$ cat config.mk
export PLATFORM = sky130hd
export DESIGN_NAME = fir_ctrl_flat
export DESIGN_NICKNAME = d
export VERILOG_FILES = /design/src/rtl/fir_ctrl_if.sv /design/src/rtl/fir_ctrl.sv /design/src/flat_wrapper.sv
export SDC_FILE = /design/constraint.sdc
export NUM_CORES = 1
export LEC_CHECK = 0
export CAP_MARGIN = 30
export CORE_MARGIN = 5
export CORE_UTILIZATION = 49
export DETAILED_ROUTE_END_ITERATION = 12
export PLACE_DENSITY_LB_ADDON = 0.25
export SYNTH_ARGS = -nofsm -noshare
export SYNTH_HDL_FRONTEND = slang
export SYNTH_SLANG_ARGS = --single-unit
$ cat constraint.sdc
create_clock -name clk -period 4.6 [get_ports clk]
set_input_delay 0.92 -clock clk [delete_from_list [all_inputs] [get_ports clk]]
set_output_delay 0.92 -clock clk [all_outputs]
set_load 0.05 [all_outputs]
$ cat src/rtl/fir_ctrl_if.sv
// Command byte channel into the FIR controller.
// Valid/ready handshake; a byte moves when both are high.
interface fir_ctrl_if;
  logic       cfg_valid;
  logic       cfg_ready;
  logic [7:0] cfg_data;

  modport master (
    output cfg_valid,
    output cfg_data,
    input  cfg_ready
  );

  modport slave (
    input  cfg_valid,
    input  cfg_data,
    output cfg_ready
  );
endinterface

$ cat src/rtl/fir_ctrl.sv
// FIR command controller: tap writes, delay-line clear,
// and a programmable sample-enable divider.
module fir_ctrl #(
  parameter int NTAPS       = 8,
  parameter int ADDR_W      = $clog2(NTAPS),
  parameter int DIV_W       = 8,
  parameter int DEFAULT_DIV = 0
) (
  input  logic              clk,
  input  logic              rst_n,
  fir_ctrl_if.slave         cfg,
  output logic              sample_en,
  output logic              coef_we,
  output logic [ADDR_W-1:0] coef_addr,
  output logic [7:0]        coef_data,
  output logic              fir_clear,
  output logic              busy,
  output logic              err
);

  typedef enum logic [1:0] {
    IDLE,
    GET_ARG,
    WRITE
  } state_t;

  localparam logic [1:0] OP_NOP  = 2'b00;
  localparam logic [1:0] OP_DIV  = 2'b01;
  localparam logic [1:0] OP_LOAD = 2'b10;
  localparam logic [1:0] OP_CLR  = 2'b11;

  state_t           state;
  logic [1:0]       op_q;
  logic [5:0]       arg_q;
  logic [DIV_W-1:0] div_reg;
  logic [DIV_W-1:0] cnt;

  logic       acc;
  logic [1:0] hop;
  logic       stall;
  logic       cnt_rst;

  assign acc = cfg.cfg_valid & cfg.cfg_ready;
  assign hop = cfg.cfg_data[7:6];

  // Freeze the divider for the whole tap update, starting at header accept,
  // and restart it on a new divisor or a clear.
  always_comb begin
    stall   = 1'b0;
    cnt_rst = 1'b0;
    unique case (1'b1)
      state == IDLE: begin
        stall   = acc && hop == OP_LOAD;
        cnt_rst = acc && hop == OP_CLR;
      end
      state == GET_ARG: begin
        stall   = op_q == OP_LOAD;
        cnt_rst = acc && op_q == OP_DIV;
      end
      state == WRITE: stall = 1'b1;
      default: ;
    endcase
  end

  // Command FSM; every output is registered.
  always_ff @(posedge clk or negedge rst_n) begin
    if (!rst_n) begin
      state         <= IDLE;
      op_q          <= OP_NOP;
      arg_q         <= '0;
      div_reg       <= DIV_W'(DEFAULT_DIV);
      cfg.cfg_ready <= 1'b0;
      busy          <= 1'b0;
      coef_we       <= 1'b0;
      coef_addr     <= '0;
      coef_data     <= '0;
      fir_clear     <= 1'b0;
      err           <= 1'b0;
    end else begin
      coef_we   <= 1'b0;
      fir_clear <= 1'b0;
      unique case (state)
        IDLE: begin
          cfg.cfg_ready <= 1'b1;
          busy          <= 1'b0;
          if (acc) begin
            unique case (hop)
              OP_DIV, OP_LOAD: begin
                op_q  <= hop;
                arg_q <= cfg.cfg_data[5:0];
                busy  <= 1'b1;
                state <= GET_ARG;
              end
              OP_CLR: begin
                fir_clear <= 1'b1;
                err       <= 1'b0;
              end
              default: ;
            endcase
          end
        end
        GET_ARG: begin
          if (acc) begin
            if (op_q == OP_DIV) begin
              div_reg <= cfg.cfg_data;
              busy    <= 1'b0;
              state   <= IDLE;
            end else if (int'(arg_q) < NTAPS) begin
              coef_addr     <= arg_q[ADDR_W-1:0];
              coef_data     <= cfg.cfg_data;
              coef_we       <= 1'b1;
              cfg.cfg_ready <= 1'b0;
              state         <= WRITE;
            end else begin
              err   <= 1'b1;
              busy  <= 1'b0;
              state <= IDLE;
            end
          end
        end
        WRITE: begin
          cfg.cfg_ready <= 1'b1;
          busy          <= 1'b0;
          state         <= IDLE;
        end
        default: state <= IDLE;
      endcase
    end
  end

  // Sample divider: one-cycle pulse every div_reg+1 running cycles.
  always_ff @(posedge clk or negedge rst_n) begin
    if (!rst_n) begin
      cnt       <= '0;
      sample_en <= 1'b0;
    end else if (cnt_rst) begin
      cnt       <= '0;
      sample_en <= 1'b0;
    end else if (stall) begin
      sample_en <= 1'b0;
    end else if (cnt == div_reg) begin
      cnt       <= '0;
      sample_en <= 1'b1;
    end else begin
      cnt       <= cnt + 1'b1;
      sample_en <= 1'b0;
    end
  end

endmodule

$ cat src/flat_wrapper.sv
// flat-port wrapper written by rule: the top's interface ports become plain ports
module fir_ctrl_flat 
#(
  parameter int NTAPS       = 8,
  parameter int ADDR_W      = $clog2(NTAPS),
  parameter int DIV_W       = 8,
  parameter int DEFAULT_DIV = 0
)
  (clk, rst_n, sample_en, coef_we, coef_addr, coef_data, fir_clear, busy, err, cfg_cfg_valid, cfg_cfg_data, cfg_cfg_ready);
  fir_ctrl_if cfg_i ();
  input  logic clk;
  input  logic rst_n;
  output logic sample_en;
  output logic coef_we;
  output logic [ADDR_W-1:0] coef_addr;
  output logic [7:0] coef_data;
  output logic fir_clear;
  output logic busy;
  output logic err;
  input wire logic [$bits(cfg_i.cfg_valid)-1:0] cfg_cfg_valid;
  input wire logic [$bits(cfg_i.cfg_data)-1:0] cfg_cfg_data;
  output wire logic [$bits(cfg_i.cfg_ready)-1:0] cfg_cfg_ready;
  assign cfg_i.cfg_valid = cfg_cfg_valid;
  assign cfg_i.cfg_data = cfg_cfg_data;
  assign cfg_cfg_ready = cfg_i.cfg_ready;
  fir_ctrl #(.NTAPS(NTAPS), .ADDR_W(ADDR_W), .DIV_W(DIV_W), .DEFAULT_DIV(DEFAULT_DIV)) u_core (.clk(clk), .rst_n(rst_n), .cfg(cfg_i), .sample_en(sample_en), .coef_we(coef_we), .coef_addr(coef_addr), .coef_data(coef_data), .fir_clear(fir_clear), .busy(busy), .err(err));
endmodule
==> results of run 1 <==
-- per-stage QoR --
stage / util (%) / hold slack (ps) / instance area [sq um]
2_1_floorplan: - / 469 / 2030
3_3_place_gp: 58.5 / 487 / 2340
3_5_place_dp: 58.5 / 491 / 2340
4_1_cts: 61.1 / 512 / 2440
5_1_grt: 61.1 / 536 / 2440
6_report: 61.1 / 502 / 2440
-- Yosys cell counts, drive strengths merged (4+ instances only) --
library cell / instances / share of area, %
dfrtp: 43 / 53
mux2: 26 / 15
nand2: 13 / 2.5
o21ai: 9 / 2.2
xor2: 9 / 3.9
ha: 7 / 4.3
nor2: 7 / 1.4
a22o: 6 / 2.6
inv: 5 / 0.92
a21oi: 4 / 0.98
nand3: 4 / 1.6
-- worst paths after layout --
kind / from / to
setup reg to reg: u_core.state[1] / u_core.cnt[0]
min in group asynchronous: rst_n / u_core.coef_data[4]
hold reg to reg: u_core.coef_data[6] / u_core.coef_data[6]
max in group asynchronous: rst_n / u_core.cnt[4]
hold / removal: u_core.coef_data[6] / u_core.coef_data[6]
setup / recovery: u_core.cfg.cfg_ready / cfg_cfg_ready
-- routing by layer --
metal  vias to the layer above  track usage [%]
met5                         -                0
met4                         0             5.34
met3                         4             4.05
met2                        32             25.8
met1                       690             20.8
li1                        644                -
-- logic make-up (layout without fill, tap and decap cells) --
| kind of cell | Yosys count | count (layout) |
|---|---|---|
| buf+inv | 9 | 40 |
| simple gates | 45 | 45 |
| xor+xnor | 9 | 9 |
| mux | 26 | 26 |
| fa+ha+maj | 7 | 7 |
| compound gates | 26 | 26 |
| flops | 43 | 43 |
-- where the power goes --
group | total [mW] | switching [mW] | internal [mW]
Sequential | 0.655 | 0.118 | 0.537
Clock | 0.258 | 0.122 | 0.136
Combinational | 0.799 | 0.457 | 0.341
-- area by class of cell --
type | instances | area share, %
inverter | 5 | 0.768
clock inverter | 1 | 0.307
sequential | 43 | 44.1
tap | 50 | 2.56
multi-input combinational | 113 | 37.5
clock buffer | 7 | 3.94
timing repair buffer | 27 | 10.9
==> results.py, run 1 <==
metrics = {
    "run_status": {
        "status": "finished, final reports clean",
    },
    "sta": {
        "period_needed_ps": 2560,
        "max_freq_mhz": 391,
        "setup_viol": 0,
        "fin_setup_tns_ps": 0,
        "hold_viol_final": 0,
        "fin_crit_sh_pct": 55.6,
        "relSlewSlack_pct": 38.5,
        "tightest_slew_ps": 923,
        "fin_skew_ps": 2.96,
        "layout_setup_ws_ps": 2040,
        "finalMaxSlewViolations": 0,
        "rsz0062_at_grt": "false",
    },
    "cts": {
        "cts_setup_buffers": 0,
        "clk_latency_ps": 290,
        "post_cts_resized": 0,
        "clkSinkCount": 43,
        "cts_tree": "built",
        "cts_root_buf": "clkbuf_8",
        "clockBufferDepth": 2,
        "hold_buffers": 0,
        "cts_buffers": 5,
        "cts.reportedPaths.clkPinSlew_ps": 80,
        "htreeDepth": 2,
    },
    "placed_design": {
        "dp.cells": 238,
        "io_buffers": 27,
        "place_ws_ps": 1800,
        "dp_hpwl_um": 2830,
        "gp_routability_congestion": 0.902,
    },
    "global_routing": {
        "track_usage_pct": 15.9,
        "overflow": 0,
        "grt_pass1_vias": 1429,
        "antenna_found_initial": 0,
        "grt_pass1_wl_um": 6620,
        "grt_max_degree": 44,
    },
    "logic_synthesis": {
        "ys_ff_latch": 43,
        "yosys_warnings": 0,
        "netlist-cell-type-count": 35,
        "synth-main-ff-cell": "dfrtp_1",
        "synth_top_family_by_area": "multiplexers",
        "async_reset_ff_share_pct": 100,
        "syn-num-nets": 183,
        "synthMuxAreaShare_pct": 15.3,
        "synth_xor_area_share_pct": 3.87,
        "synth_cells": 165,
        "synth_compound_area_share_pct": 8.49,
        "synth_fa_ha_area_share_pct": 4.31,
        "yosysSeqAreaShare_pct": 52.9,
        "syn_area_sq_um": 2030,
        "synth-edff-count": 0,
        "synth.avg_cell_area_sq_um": 12.3,
        "yosys.area_share.simple_pct": 13.0,
    },
    "drt": {
        "ant_nets": 0,
        "remaining_drc_errors": 0,
        "drt_iter0_markers": 139,
        "vias_per_cell": 5.57,
        "wl_met3_um": 172,
        "drtPass1Iterations": 4,
        "top_layer": "met4",
        "routed-via-count": 1370,
        "drt-total-wl_um": 3870,
        "wl_met1_um": 1770,
        "dr_wl_met2_um": 1880,
        "wl_per_cell_um": 15.7,
    },
    "die": {
        "die_x_um": 74.4,
        "die-area_sq_um": 5540,
        "die_y_um": 74.4,
        "start_util_pct": 50.9,
        "ios": 28,
        "design.core.area_sq_um": 4000,
        "fp-row-count": 23,
    },
    "finish": {
        "layout.cells.non_filler": 246,
        "final_cell_mix": "dfrtp_1, clkdlybuf4s50_1, mux2_2, nand2_1",
        "area_growth_pct": 20.0,
        "fillCellCount": 308,
        "final_nets": 213,
        "multiInputGateArea_sq_um": 916,
        "final_common_cell": "dfrtp_1",
        "ff_latch_area_sq_um": 1080,
        "antenna_cells": 0,
        "drive_gt1_share_pct": 21.4,
    },
    "worst_setup_path": {
        "crit_buf_inv": 1,
        "cp-start-kind": "flop",
        "crit_chain": "clkdlybuf4s50_1",
        "path_class": "reg -> out",
        "crit_path_top_delay_cell": "clkdlybuf4s50_1",
        "critPathTopFamily": "buffers and inverters",
        "slowest_delay_ps": 860,
        "cp.depth": 1,
        "critPathArrivalTime_ps": 1640,
        "critPathCaptureType": "output port",
        "r2r_cells": 7,
        "r2r_slack_ps": 2580,
        "cp_max_fo": 6,
        "required_ps": 3680,
    },
    "run": {
        "cap_viol_max_count": 0,
    },
    "power": {
        "leakage_nw": 1.14,
        "ir_drop_uv": 507,
        "power_density_nw_per_um2": 701,
        "totalPowerFinal_mw": 1.71,
    },
    "min_path": {
        "hold_class": "reg -> reg",
        "min_path_cells": 2,
    },
}
Note: power is estimated with default switching activity, not from simulation.
==> inputs of run 2 (changes only) <==
==> constraint.sdc (replaced) <==
create_clock -name clk -period 2.2 [get_ports clk]
set_input_delay 0.44 -clock clk [delete_from_list [all_inputs] [get_ports clk]]
set_output_delay 0.44 -clock clk [all_outputs]
set_load 0.05 [all_outputs]
==> results.py, run 2 (same netlist as run 1, synthesis figures left out) <==
metrics = {
    "sta": {
        "layout_setup_ws_ps": 111,
        "hold_viol_final": 0,
        "holdWs_ps": 194,
        "rsz0062_at_grt": "false",
        "fin_skew_ps": 5.91,
        "fin_setup_tns_ps": 0,
        "fin_crit_sh_pct": 94.9,
        "relSlewSlack_pct": 65.2,
        "max_freq_mhz": 479,
        "finalMaxSlewViolations": 0,
        "setup_viol": 0,
        "tightest_slew_ps": 523,
        "period_needed_ps": 2090,
    },
    "cts": {
        "cts_tree": "built",
        "clockBufferDepth": 2,
        "hold_buffers": 0,
        "cts_root_buf": "clkbuf_8",
        "post_cts_resized": 0,
        "cts_buffers": 5,
        "clkSinkCount": 43,
        "cts.reportedPaths.clkPinSlew_ps": 90,
        "clk_latency_ps": 300,
        "cts_setup_buffers": 0,
        "htreeDepth": 2,
    },
    "power": {
        "power_density_nw_per_um2": 1510,
        "internal_power_mw": 2.32,
        "combPwrFrac_pct": 44.8,
        "p_clk_share_pct": 19.2,
        "switching_power_mw": 1.50,
        "pwr-share-seq_pct": 36.0,
        "ir_drop_uv": 971,
        "leakage_nw": 1.19,
        "swShare_pct": 39.3,
    },
    "worst_setup_path": {
        "crit_chain": "clkdlybuf4s50_1",
        "cp.depth": 1,
        "critPathCaptureType": "output port",
        "cp-start-kind": "flop",
        "critPathArrivalTime_ps": 1650,
        "cp_max_fo": 6,
        "crit_buf_inv": 1,
        "slowest_delay_ps": 860,
        "critPathTopFamily": "buffers and inverters",
        "required_ps": 1760,
        "path_class": "reg -> out",
        "crit_path_top_delay_cell": "clkdlybuf4s50_1",
        "r2r_cells": 7,
    },
    "global_routing": {
        "grt_max_degree": 44,
        "track_usage_pct": 17.5,
        "grt_pass1_vias": 1471,
        "antenna_found_initial": 0,
        "grt_pass1_wl_um": 7270,
        "overflow": 0,
    },
    "finish": {
        "drive_gt1_share_pct": 24.5,
        "final_common_cell": "dfrtp_1",
        "area_growth_pct": 24.6,
        "final_nets": 221,
        "antenna_cells": 0,
        "post-route-util_pct": 63.4,
        "final_cell_mix": "dfrtp_1, clkdlybuf4s50_1, mux2_2, nand2_1",
    },
    "die": {
        "start_util_pct": 50.9,
        "fp-row-count": 23,
        "die_x_um": 74.4,
        "die_y_um": 74.4,
        "ios": 28,
        "design.core.area_sq_um": 4000,
        "die-area_sq_um": 5540,
    },
    "drt": {
        "wl_per_cell_um": 16.4,
        "ant_nets": 0,
        "remaining_drc_errors": 0,
        "drt-total-wl_um": 4180,
        "drt_iter0_markers": 119,
        "drtPass1Iterations": 4,
        "routed-via-count": 1384,
        "vias_per_cell": 5.45,
    },
    "min_path": {
        "hold_class": "in -> async",
    },
    "placed_design": {
        "place_ws_ps": -26.9,
        "io_buffers": 27,
        "dp_hpwl_um": 2920,
        "gp_routability_congestion": 0.809,
    },
    "run_status": {
        "status": "finished, final reports clean",
    },
    "run": {
        "cap_viol_max_count": 0,
    },
}
==> run 2: cell types whose count changed in the layout (fill, tap and decap cells not counted), sizes merged <==
cell    previous run  this run
buf                1         9
bufinv             0         2
clkbuf             7         5
==> run 2: power groups by stage <==
stage / Combinational, mW / Clock [mW] / Sequential [mW]
final: 1.71 / 0.732 / 1.38
after global routing: 1.84 / 0.777 / 1.43
after CTS: 1.72 / 0.741 / 1.38
after detailed placement: 1.70 / 0 / 1.38
after global placement: 1.66 / 0 / 1.36
after floorplan: 0.773 / 0 / 1.77
==> run 2: worst paths after layout <==
check,endpoint,start,slack (ps)
min reg2reg,u_core.arg_q[0],u_core.arg_q[0],510
min in group clk,u_core.arg_q[0],u_core.arg_q[0],510
max in group asynchronous,u_core.div_reg[1],rst_n,1640
max reg2reg,u_core.cnt[0],u_core.state[1],190
max,cfg_cfg_ready,u_core.cfg.cfg_ready,110
min,u_core.arg_q[1],rst_n,190
==> run 2: per-layer routing <==
layer	global-route usage (%)	up-vias	share of wire, %
met5	0	-	0
met4	4.74	0	1.3
met3	4.19	8	4.5
met2	29.2	47	48
met1	22.8	675	46
li1	-	654	-
==> run 2: metrics by stage <==
stage	power, mW	instances	instance area, sq um
finish	3.82	254	2530
global route	4.04	254	2530
CTS	3.84	254	2530
detailed placement	3.08	246	2400
global placement	3.02	246	2400
floorplan	2.54	165	2030
==> run 2: area by class of cell <==
type                            instances  area [sq um]
Fill cell                             291          1470
Sequential cell                        43          1080
Multi-Input combinational cell        113           916
Timing Repair Buffer                   35           325
Clock buffer                            5          68.8
Clock inverter                          3          67.6
Tap cell                               50          62.6
Inverter                                5          18.8
